==> src/rtl/spi_xfer_arbiter_pkg.sv <==
// Shared types and defaults for the SPI transfer arbiter.
package spi_arb_pkg;

    typedef enum logic [1:0] {
        IDLE    = 2'd0,
        ISSUE   = 2'd1,
        WAIT_RX = 2'd2,
        RESP    = 2'd3
    } arb_state_t;

    localparam int          DATA_W_DEF  = 32;
    localparam logic [15:0] TMO_CYC_DEF = 16'hFFFF;

endpackage

==> src/rtl/spi_xfer_arbiter_if.sv <==
// Requester-side and controller-side handshake bundle of the SPI transfer arbiter.
interface spi_xfer_arbiter_if
    import spi_arb_pkg::*;
#(
    parameter int NUM_REQ = 4,
    parameter int DATA_W  = DATA_W_DEF
);

    logic [NUM_REQ-1:0]        req_valid;
    logic [NUM_REQ*DATA_W-1:0] req_data;
    logic [NUM_REQ-1:0]        req_ready;
    logic [NUM_REQ-1:0]        rsp_valid;
    logic [DATA_W-1:0]         rsp_data;
    logic                      rsp_err;
    logic [NUM_REQ-1:0]        rsp_ready;
    logic [DATA_W-1:0]         spi_tx_data;
    logic                      spi_tx_valid;
    logic                      spi_tx_ready;
    logic [DATA_W-1:0]         spi_rx_data;
    logic                      spi_rx_valid;
    logic                      spi_rx_ready;
    logic                      spi_busy;

    // The arbiter is the master of this bundle.
    modport master (
        input  req_valid, req_data, rsp_ready,
        input  spi_tx_ready, spi_rx_data, spi_rx_valid, spi_busy,
        output req_ready, rsp_valid, rsp_data, rsp_err,
        output spi_tx_data, spi_tx_valid, spi_rx_ready
    );

    modport slave (
        output req_valid, req_data, rsp_ready,
        output spi_tx_ready, spi_rx_data, spi_rx_valid, spi_busy,
        input  req_ready, rsp_valid, rsp_data, rsp_err,
        input  spi_tx_data, spi_tx_valid, spi_rx_ready
    );

endinterface

==> src/rtl/spi_xfer_arbiter_rr_arbiter.sv <==
// Combinational round-robin pick: first asserted request at or after ptr, wrapping.
module rr_arbiter #(
    parameter int N = 4
) (
    input  logic [N-1:0]         req,
    input  logic [$clog2(N)-1:0] ptr,
    input  logic                 en,
    output logic [N-1:0]         gnt,
    output logic [$clog2(N)-1:0] gnt_idx,
    output logic                 any
);

    localparam int IDX_W = $clog2(N);

    logic [IDX_W-1:0] idx;

    always_comb begin
        gnt     = '0;
        gnt_idx = '0;
        any     = 1'b0;
        idx     = '0;
        for (int i = 0; i < N; i++) begin
            idx = IDX_W'((int'(ptr) + i) % N);
            if (en && !any && req[idx]) begin
                gnt[idx] = 1'b1;
                gnt_idx  = idx;
                any      = 1'b1;
            end
        end
    end

endmodule

==> src/rtl/spi_xfer_arbiter.sv <==
// Round-robin sharing of one SPI controller transaction port among NUM_REQ requesters,
// with a per-transfer rx timeout and a saturating timeout event counter.
module spi_xfer_arbiter
    import spi_arb_pkg::*;
#(
    parameter int               NUM_REQ = 4,
    parameter int               DATA_W  = DATA_W_DEF,
    parameter int               TMO_W   = 16,
    parameter logic [TMO_W-1:0] TMO_CYC = TMO_W'(TMO_CYC_DEF)
) (
    input  logic                       core_clk,
    input  logic                       arst_n,
    spi_xfer_arbiter_if.master         bus,
    output logic [$clog2(NUM_REQ)-1:0] grant_id,
    output logic [7:0]                 tmo_count
);

    localparam int IDX_W = $clog2(NUM_REQ);

    function automatic logic [7:0] sat_inc8(input logic [7:0] v);
        return (v == 8'hFF) ? v : v + 8'd1;
    endfunction

    function automatic logic [IDX_W-1:0] next_ptr(input logic [IDX_W-1:0] g);
        return (g == IDX_W'(NUM_REQ - 1)) ? '0 : g + IDX_W'(1);
    endfunction

    function automatic logic [NUM_REQ-1:0] to_onehot(input logic [IDX_W-1:0] g);
        return NUM_REQ'(1) << g;
    endfunction

    arb_state_t       state;
    logic [IDX_W-1:0] rr_ptr;
    logic [TMO_W-1:0] tmo_cnt;
    logic [TMO_W-1:0] tmo_cnt_inc;
    logic [NUM_REQ-1:0] gnt;
    logic [IDX_W-1:0]   gnt_idx;
    logic               gnt_any;
    logic               arb_en;

    // Accept is combinational so the word is latched in the same cycle req_ready is seen.
    assign arb_en      = (state == IDLE) && !bus.spi_busy && arst_n;
    assign tmo_cnt_inc = tmo_cnt + TMO_W'(1);
    assign bus.req_ready = gnt;

    rr_arbiter #(.N(NUM_REQ)) u_rr (
        .req     (bus.req_valid),
        .ptr     (rr_ptr),
        .en      (arb_en),
        .gnt     (gnt),
        .gnt_idx (gnt_idx),
        .any     (gnt_any)
    );

    always_ff @(posedge core_clk or negedge arst_n) begin
        if (!arst_n) begin
            state            <= IDLE;
            rr_ptr           <= '0;
            tmo_cnt          <= '0;
            grant_id         <= '0;
            tmo_count        <= '0;
            bus.spi_tx_data  <= '0;
            bus.spi_tx_valid <= 1'b0;
            bus.spi_rx_ready <= 1'b0;
            bus.rsp_valid    <= '0;
            bus.rsp_data     <= '0;
            bus.rsp_err      <= 1'b0;
        end else begin
            case (state)
                IDLE: begin
                    if (gnt_any) begin
                        bus.spi_tx_data  <= bus.req_data[gnt_idx*DATA_W +: DATA_W];
                        bus.spi_tx_valid <= 1'b1;
                        grant_id         <= gnt_idx;
                        rr_ptr           <= next_ptr(gnt_idx);
                        state            <= ISSUE;
                    end
                end
                ISSUE: begin
                    if (bus.spi_tx_ready) begin
                        bus.spi_tx_valid <= 1'b0;
                        bus.spi_rx_ready <= 1'b1;
                        tmo_cnt          <= '0;
                        state            <= WAIT_RX;
                    end
                end
                WAIT_RX: begin
                    // A word arriving on the timeout cycle still wins.
                    if (bus.spi_rx_valid) begin
                        bus.rsp_data     <= bus.spi_rx_data;
                        bus.rsp_err      <= 1'b0;
                        bus.spi_rx_ready <= 1'b0;
                        bus.rsp_valid    <= to_onehot(grant_id);
                        state            <= RESP;
                    end else if (tmo_cnt_inc == TMO_CYC) begin
                        bus.rsp_data     <= '0;
                        bus.rsp_err      <= 1'b1;
                        tmo_count        <= sat_inc8(tmo_count);
                        bus.spi_rx_ready <= 1'b0;
                        bus.rsp_valid    <= to_onehot(grant_id);
                        state            <= RESP;
                    end else begin
                        tmo_cnt <= tmo_cnt_inc;
                    end
                end
                RESP: begin
                    if (bus.rsp_ready[grant_id]) begin
                        bus.rsp_valid <= '0;
                        state         <= IDLE;
                    end
                end
                default: state <= IDLE;
            endcase
        end
    end

endmodule

==> src/flat_wrapper.sv <==
// flat-port wrapper written by rule: the top's interface ports become plain ports
module spi_xfer_arbiter_flat import spi_arb_pkg::*;
#(
    parameter int               NUM_REQ = 4,
    parameter int               DATA_W  = DATA_W_DEF,
    parameter int               TMO_W   = 16,
    parameter logic [TMO_W-1:0] TMO_CYC = TMO_W'(TMO_CYC_DEF)
)
  (core_clk, arst_n, grant_id, tmo_count, bus_req_valid, bus_req_data, bus_rsp_ready, bus_spi_tx_ready, bus_spi_rx_data, bus_spi_rx_valid, bus_spi_busy, bus_req_ready, bus_rsp_valid, bus_rsp_data, bus_rsp_err, bus_spi_tx_data, bus_spi_tx_valid, bus_spi_rx_ready);
  spi_xfer_arbiter_if #(.NUM_REQ(NUM_REQ), .DATA_W(DATA_W)) bus_i ();
  input  logic core_clk;
  input  logic arst_n;
  output logic [$clog2(NUM_REQ)-1:0] grant_id;
  output logic [7:0] tmo_count;
  input wire logic [$bits(bus_i.req_valid)-1:0] bus_req_valid;
  input wire logic [$bits(bus_i.req_data)-1:0] bus_req_data;
  input wire logic [$bits(bus_i.rsp_ready)-1:0] bus_rsp_ready;
  input wire logic [$bits(bus_i.spi_tx_ready)-1:0] bus_spi_tx_ready;
  input wire logic [$bits(bus_i.spi_rx_data)-1:0] bus_spi_rx_data;
  input wire logic [$bits(bus_i.spi_rx_valid)-1:0] bus_spi_rx_valid;
  input wire logic [$bits(bus_i.spi_busy)-1:0] bus_spi_busy;
  output wire logic [$bits(bus_i.req_ready)-1:0] bus_req_ready;
  output wire logic [$bits(bus_i.rsp_valid)-1:0] bus_rsp_valid;
  output wire logic [$bits(bus_i.rsp_data)-1:0] bus_rsp_data;
  output wire logic [$bits(bus_i.rsp_err)-1:0] bus_rsp_err;
  output wire logic [$bits(bus_i.spi_tx_data)-1:0] bus_spi_tx_data;
  output wire logic [$bits(bus_i.spi_tx_valid)-1:0] bus_spi_tx_valid;
  output wire logic [$bits(bus_i.spi_rx_ready)-1:0] bus_spi_rx_ready;
  assign bus_i.req_valid = bus_req_valid;
  assign bus_i.req_data = bus_req_data;
  assign bus_i.rsp_ready = bus_rsp_ready;
  assign bus_i.spi_tx_ready = bus_spi_tx_ready;
  assign bus_i.spi_rx_data = bus_spi_rx_data;
  assign bus_i.spi_rx_valid = bus_spi_rx_valid;
  assign bus_i.spi_busy = bus_spi_busy;
  assign bus_req_ready = bus_i.req_ready;
  assign bus_rsp_valid = bus_i.rsp_valid;
  assign bus_rsp_data = bus_i.rsp_data;
  assign bus_rsp_err = bus_i.rsp_err;
  assign bus_spi_tx_data = bus_i.spi_tx_data;
  assign bus_spi_tx_valid = bus_i.spi_tx_valid;
  assign bus_spi_rx_ready = bus_i.spi_rx_ready;
  spi_xfer_arbiter #(.NUM_REQ(NUM_REQ), .DATA_W(DATA_W), .TMO_W(TMO_W), .TMO_CYC(TMO_CYC)) u_core (.core_clk(core_clk), .arst_n(arst_n), .bus(bus_i), .grant_id(grant_id), .tmo_count(tmo_count));
endmodule
==> config.mk <==
export PLATFORM = sky130hd
export DESIGN_NAME = spi_xfer_arbiter_flat
export DESIGN_NICKNAME = d
export VERILOG_FILES = /design/src/rtl/spi_xfer_arbiter_pkg.sv /design/src/rtl/spi_xfer_arbiter_if.sv /design/src/rtl/spi_xfer_arbiter_rr_arbiter.sv /design/src/rtl/spi_xfer_arbiter.sv /design/src/flat_wrapper.sv
export SDC_FILE = /design/constraint.sdc
export NUM_CORES = 1
export LEC_CHECK = 0
export ABC_CLOCK_PERIOD_IN_PS = 4870
export BUFFER_PORTS_ARGS = -buffer_cell sky130_fd_sc_hd__clkbuf_2
export CELL_PAD_IN_SITES_DETAIL_PLACEMENT = 0
export CELL_PAD_IN_SITES_GLOBAL_PLACEMENT = 1
export CORE_ASPECT_RATIO = 0.8
export CORE_MARGIN = 2
export CORE_UTILIZATION = 37
export DETAILED_ROUTE_END_ITERATION = 6
export PLACE_DENSITY = 0.87
export SETUP_SLACK_MARGIN = 0.3
export SLEW_MARGIN = 10
export SYNTH_ARGS = -nofsm -noshare
export SYNTH_HDL_FRONTEND = slang
export SYNTH_HIERARCHICAL = 1
export SYNTH_SLANG_ARGS = --single-unit
==> constraint.sdc <==
create_clock -name core_clk -period 4.87 [get_ports core_clk]
set_input_delay 0.974 -clock core_clk [delete_from_list [all_inputs] [get_ports core_clk]]
set_output_delay 0.974 -clock core_clk [all_outputs]
set_load 0.02 [all_outputs]
# --- Word-level counts from Yosys, hierarchy flattened ---
# Index checks and enable logic that the tools add are counted.
totals:
  regBits: 101
op_classes:
  n_bitwise: 5
  eq_ne: 12
  addsub: 6
  n_reduce_logical: 30
  magnitude_cmp: 9
  shift: 2
  mux: 56
op_table:
  columns: ["operator", "n"]
  rows:
  - ["128-bit by 8-bit variable part select with 32-bit output", 1]
  - ["32-bit two-way mux", 2]
  - ["16-bit two-way mux", 3]
  - ["16-bit one-hot mux with 2 select lines", 1]
  - ["4-bit two-way mux", 7]
  - ["1-bit two-way mux", 20]
  - ["2-bit two-way mux", 10]
  - ["16-bit by 1-bit adder with 16-bit output (second input constant)", 1]
  - ["16-bit equality test (second input constant)", 1]
  - ["2-bit by 3-bit less-than comparator with 1-bit output (second input constant)", 5]
  - ["1-bit logical AND", 13]
  - ["4-bit bitwise OR", 3]
  - ["4-bit AND reduction", 3]
  - ["1-bit binary-select mux with 2-bit select", 5]
  - ["3-bit AND reduction", 3]
  - ["8-bit by 1-bit adder with 8-bit output (second input constant)", 1]
  - ["1-bit demux with 2-bit select", 4]
  - ["8-bit equality test (second input constant)", 1]
  - ["2-bit by 1-bit >= comparator with 1-bit output (second input constant)", 4]
  - ["2-bit one-hot mux with 4 select lines", 1]
  - ["4-bit one-hot mux with 2 select lines", 1]
  - ["2-bit nonzero test", 4]
  - ["2-bit equality test (second input constant)", 3]
  - ["2-bit != test (second input constant)", 3]
  - ["other kinds (11)", 20]

# --- Depth between registers and ports, before layout ---
depth:
  ltp_word: 19
  mapped_depth: 12
  mapped_depth_nobuf: 9

# --- Hierarchy ---
# Netlist, hierarchy kept.
by_module_without_submodules:
  columns: ["module", "area_each_um2", "cells_per_inst", "instances", "seq_area_each_um2"]
  rows:
  - ["spi_xfer_arbiter", 5479.0, 446, 1, 2527.4]
  - ["rr_arbiter", 549.3, 66, 1, 0.0]

# --- Worst setup path after synthesis ---
# Ideal clock, no wire load.
synth_timing:
  kind: "input -> register"
  start: "input port bus_req_valid[0]"
  end: "register u_core.bus.spi_tx_data[25]"
  cell_stages: 8
  path_slack_ns: 1.245
  n_path_buf: 2
  arrival_time_ns: 3.500
  setup_ns: 0.125
  t_required_ns: 4.745
  cell_sequence: "mux4_1 > inv_1 > a21oi_1 > o22ai_1 > clkbuf_1 > buf_1 > mux4_2 > mux2_2"
synth_via:
  elab_chain_len: 17
  word_cells_on_any_way: 28
synth_rtl:
  columns: ["element", "line_no", "rtl"]
  rows:
  - ["start, declared", "flat_wrapper.sv:15", "input wire logic [$bits(bus_i.req_valid)-1:0] bus_req_valid;"]
  - ["1-bit binary-select mux with 2-bit select", "spi_xfer_arbiter_rr_arbiter.sv:24", "if (en && !any && req[idx]) begin"]
  - ["1-bit two-way mux (implied by the code)", "spi_xfer_arbiter_rr_arbiter.sv:24", null]
  - ["1-bit logical AND", "spi_xfer_arbiter_rr_arbiter.sv:24", null]
  - ["1-bit two-way mux", "spi_xfer_arbiter_rr_arbiter.sv:24", null]
  - ["1-bit logical NOT", "spi_xfer_arbiter_rr_arbiter.sv:24", null]
  - ["1-bit logical AND (2 in a row)", "spi_xfer_arbiter_rr_arbiter.sv:24", null]
  - ["1-bit two-way mux", "spi_xfer_arbiter_rr_arbiter.sv:24", null]
  - ["1-bit logical NOT", "spi_xfer_arbiter_rr_arbiter.sv:24", null]
  - ["1-bit logical AND (2 in a row)", "spi_xfer_arbiter_rr_arbiter.sv:24", null]
  - ["1-bit two-way mux", "spi_xfer_arbiter_rr_arbiter.sv:24", null]
  - ["1-bit logical NOT", "spi_xfer_arbiter_rr_arbiter.sv:24", null]
  - ["1-bit logical AND (2 in a row)", "spi_xfer_arbiter_rr_arbiter.sv:24", null]
  - ["2-bit two-way mux *", "spi_xfer_arbiter_rr_arbiter.sv:24", null]
  - ["named net u_core.gnt_idx[0]", "spi_xfer_arbiter.sv:37", "logic [IDX_W-1:0] gnt_idx;"]
  - ["128-bit by 8-bit variable part select with 32-bit output *", "spi_xfer_arbiter.sv:72", "bus.spi_tx_data <= bus.req_data[gnt_idx*DATA_W +: DATA_W];"]
  - ["end signal, assigned", "spi_xfer_arbiter.sv:72", null]
  - ["end, declared", "spi_xfer_arbiter_if.sv:29", "output spi_tx_data, spi_tx_valid, spi_rx_ready"]
# The timed path passes the listed nets; every way through them passes the cells marked *. The select of a mux whose other input is x is not followed.
# A chain may end at the register's enable or synchronous reset.

# --- Worst setup path after layout ---
layout_timing:
  start: "register u_core.rr_ptr[0]"
  end: "output port bus_req_ready[2]"
layout_via:
  elab_chain_len: 16
  word_cells_on_any_way: 51
layout_rtl:
  columns: ["element", "line_no", "rtl"]
  rows:
  - ["start, declared", "spi_xfer_arbiter.sv:33", "logic [IDX_W-1:0] rr_ptr;"]
  - ["start signal, assigned", "spi_xfer_arbiter.sv:75", "rr_ptr <= next_ptr(gnt_idx);"]
  - ["branches (longest 15 deep; another with 2-bit by 3-bit less-than comparator with 1-bit output)", null, null]
  - ["4-bit two-way mux *", "spi_xfer_arbiter_rr_arbiter.sv:24", null]
  - ["end, declared", "flat_wrapper.sv:22", "output wire logic [$bits(bus_i.req_ready)-1:0] bus_req_ready;"]
# Every way passes the cells marked *. The select of a mux whose other input is x is not followed.

==> results.sh <==
export IMPL_synth_fp_nets=701
export IMPL_grt_pass1_vias=5023
export IMPL_setup_violations=0
export IMPL_wire_per_inst_um=17.0
export IMPL_hold_viol=0
export IMPL_die_y_um=118
export IMPL_postCtsHoldBufs=0
export IMPL_clk_pin_slew_ns=0.08
export IMPL_mostFrequentLayoutCells="256 x clkbuf_2, 101 x dfrtp_1, 46 x nand2_1"
export IMPL_period_minus_slack_ns=4.07
export IMPL_ys_seq_area_frac=0.419
export IMPL_synth_compound_area_share=0.135
export IMPL_syn_area_per_cell_um2=11.8
export IMPL_dpl_cell_count=951
export IMPL_clock_sinks=101
export IMPL_drcViolationCount=0
export IMPL_die_w_um=147
export IMPL_routed_via_density=5.24
export IMPL_mappedNetlistArea_mm2=0.00603
export IMPL_status="finished clean"
export IMPL_irDropWorstVdd_mv=0.161
export IMPL_cts_htree_levels=3
export IMPL_fp_row_count=41
export IMPL_coreArea_mm2=0.0159
export IMPL_vias=5072
export IMPL_critPathKind="reg2out"
export IMPL_synth_top_family_by_area="multiplexers"
export IMPL_grt_first_pass_wirelength_mm=26.5
export IMPL_area_sequential_mm2=0.00253
export IMPL_synth_fa_ha_area_frac=0.0332
export IMPL_fillCellCount=1411
export IMPL_max_freq_ghz=0.246
export IMPL_layout_cells_most_common="clkbuf_2"
export IMPL_end_kind="primary output"
export IMPL_ys_warn_count=6
export IMPL_ios=258
export IMPL_clock_latency_ns=0.34
export IMPL_postCtsResizedCells=0
export IMPL_final_cells=968
export IMPL_synth_ff_type="dfrtp_1"
export IMPL_synth_mux_area_frac=0.229
export IMPL_max_cap_violations=0
export IMPL_synthXorXnorAreaFrac=0.0102
export IMPL_power_leakage_nw=3.74
export IMPL_critPathMaxFanout=13
export IMPL_antenna_found_initial=1
export IMPL_portBuffers=257
export IMPL_drv_slew=0
export IMPL_finalWirelength_mm=16.4
export IMPL_worstPathArrival_ns=3.10
export IMPL_drt_iter0_drc=306
export IMPL_slew_headroom=0.221
export IMPL_grt_overflow=0
export IMPL_fin_tns_setup_ns=0
export IMPL_grt_max_degree=70
export IMPL_synth_cell_types=66
export IMPL_firstDrtPassIters=4
export IMPL_cts_buffer_depth=2
export IMPL_cts_tree="yes"
export IMPL_syn_to_final_growth_pct=28.5
export IMPL_crit_chain="inv_1, ha_1, mux2_2, nor4b_1, o21ai_2, o2bb2ai_1, clkbuf_2"
export IMPL_ant_nets=0
export IMPL_async_reset_ff_frac=1.00
export IMPL_rsz0062_at_grt="no"
export IMPL_gp_congestion=0.867
export IMPL_fin_hold_ws_ns=0.495
export IMPL_synth_edf_count=0
export IMPL_max_stage_delay_ns=0.65
export IMPL_crit_slowest_cell="dfrtp_1"
export IMPL_power_density_mw_per_mm2=506
export IMPL_cts_root_buf="clkbuf_16"
export IMPL_synth_ff_latch_count=101
export IMPL_grtUsageTotal=0.190
export IMPL_hp_class="reg2reg"
export IMPL_finalCritPeriodShare=0.836
export IMPL_crit_path_start_kind="flop"
export IMPL_start_util=0.380
export IMPL_post_cts_buffers=0
export IMPL_worst_slew_pin_slew_ns=1.17
export IMPL_multiInputGateArea_mm2=0.00327
export IMPL_hpwlAfterDp_mm=12.5
export IMPL_drive_gt1_frac=0.488
export IMPL_die_area_mm2=0.0173
export IMPL_nNetsFinal=936
export IMPL_synthSimpleGateAreaFrac=0.131
export IMPL_cp_required_ns=3.90
export IMPL_finClkSkew_ns=0.00906
export IMPL_cts_buffers=9
export IMPL_syn_inst=512
## worst max-delay path, delay by kind of cell, from the launching register on
family,cells,cell delay (ns)
AOI/OAI and AO/OA,2,0.31
and+or+nand+nor,1,0.46
buffers and inverters,2,0.44
adders and majority gates,1,0.53
DFF,1,0.65
muxes,1,0.37
## report_power, final
group | total (mW) | internal (mW) | switching [mW]
Sequential | 1.43 | 1.16 | 0.268
Clock | 0.706 | 0.361 | 0.345
Combinational | 1.78 | 0.740 | 1.04
Total | 3.92 | 2.26 | 1.66
## metrics by stage
stage               power [mW]  worst slack, ns  utilization  cell area [um^2]
detailed placement        3.24             1.06        0.470              7450
global placement          3.21             1.15        0.470              7450
CTS                       3.97            0.813        0.488              7740
floorplan                 2.65             1.25            -              6030
global route              4.18            0.574        0.489              7740
finish                    3.92            0.798        0.489              7740
## cells in the mapped netlist, types with 3 or more instances
master,n,area share
clkbuf_1,18,0.011
nand4_1,9,0.0093
a21o_1,3,0.0037
buf_2,6,0.0050
buf_6,6,0.011
ha_1,16,0.033
nand2_1,46,0.029
buf_1,5,0.0031
o21ai_0,13,0.011
nand4b_1,5,0.0073
nand3_1,20,0.017
nor4_1,5,0.0052
xor2_1,7,0.010
inv_1,12,0.0075
a22o_1,34,0.049
and3_1,6,0.0062
dfrtp_1,101,0.42
nor2_1,20,0.012
and2_1,3,0.0031
buf_4,4,0.0050
nor3_1,6,0.0050
o22ai_1,3,0.0031
mux4_2,35,0.13
mux2i_1,11,0.018
a31oi_1,5,0.0052
nand2b_1,8,0.0083
a21oi_1,10,0.0083
o2bb2ai_1,6,0.0087
o211ai_1,7,0.0087
mux2_2,37,0.069
## state kept, by name, summed over array words and instances (netlist names), 2 cells and up
name and count:
u_core/bus.rsp_data 32, u_core/bus.rsp_valid 4, u_core/bus.spi_tx_data 32, u_core/grant_id 2, u_core/rr_ptr 2, u_core/state 2, u_core/tmo_cnt 16, u_core/tmo_count 8
## metal layers
metal / GRT usage / wire [um] / vias to the layer above
met3: 0.0402 / 911 / 14
met1: 0.236 / 6780 / 2467
met5: 0 / 0 / -
li1: - / - / 2422
met2: 0.341 / 8480 / 169
met4: 0.0407 / 240 / 0
## worst paths after layout
path,startpoint,endpoint,slack [ns],cells after the start
worst min-delay path,u_core/tmo_count[5]$_DFFE_PN0P_,u_core/tmo_count[5]$_DFFE_PN0P_,0.50,1
worst max register to register,u_core/rr_ptr[0]$_DFFE_PN0P_,u_core/bus.spi_tx_data[4]$_DFFE_PN0P_,1.03,9
min in group asynchronous,arst_n,u_core/tmo_cnt[15]$_DFFE_PN0P_,0.68,2
max in group asynchronous,arst_n,u_core/bus.spi_tx_data[31]$_DFFE_PN0P_,2.92,3
worst max-delay path,u_core/rr_ptr[0]$_DFFE_PN0P_,bus_req_ready[2],0.80,7
worst min register to register,u_core/tmo_count[5]$_DFFE_PN0P_,u_core/tmo_count[5]$_DFFE_PN0P_,0.50,1
## final cells by class
class	count	area share
clock buffer	9	0.0291
inverter	12	0.00582
sequential	101	0.326
tap	215	0.0347
antenna	1	0.000323
timing repair buffer	263	0.172
clock inverter	7	0.00856
multi-input combinational	360	0.423
## cell families (layout without fill, tap and decap cells)
group                      after synthesis  in the layout
and+or+nand+nor                        148            148
DFF                                    101            101
xor gates and xnor gates                 7              7
adders and majority gates               16             16
other                                    0              1
muxes                                   86             86
AOI/OAI and AO/OA                      103            103
buffers and inverters                   51            291
Power figures use the tool's default switching activity.
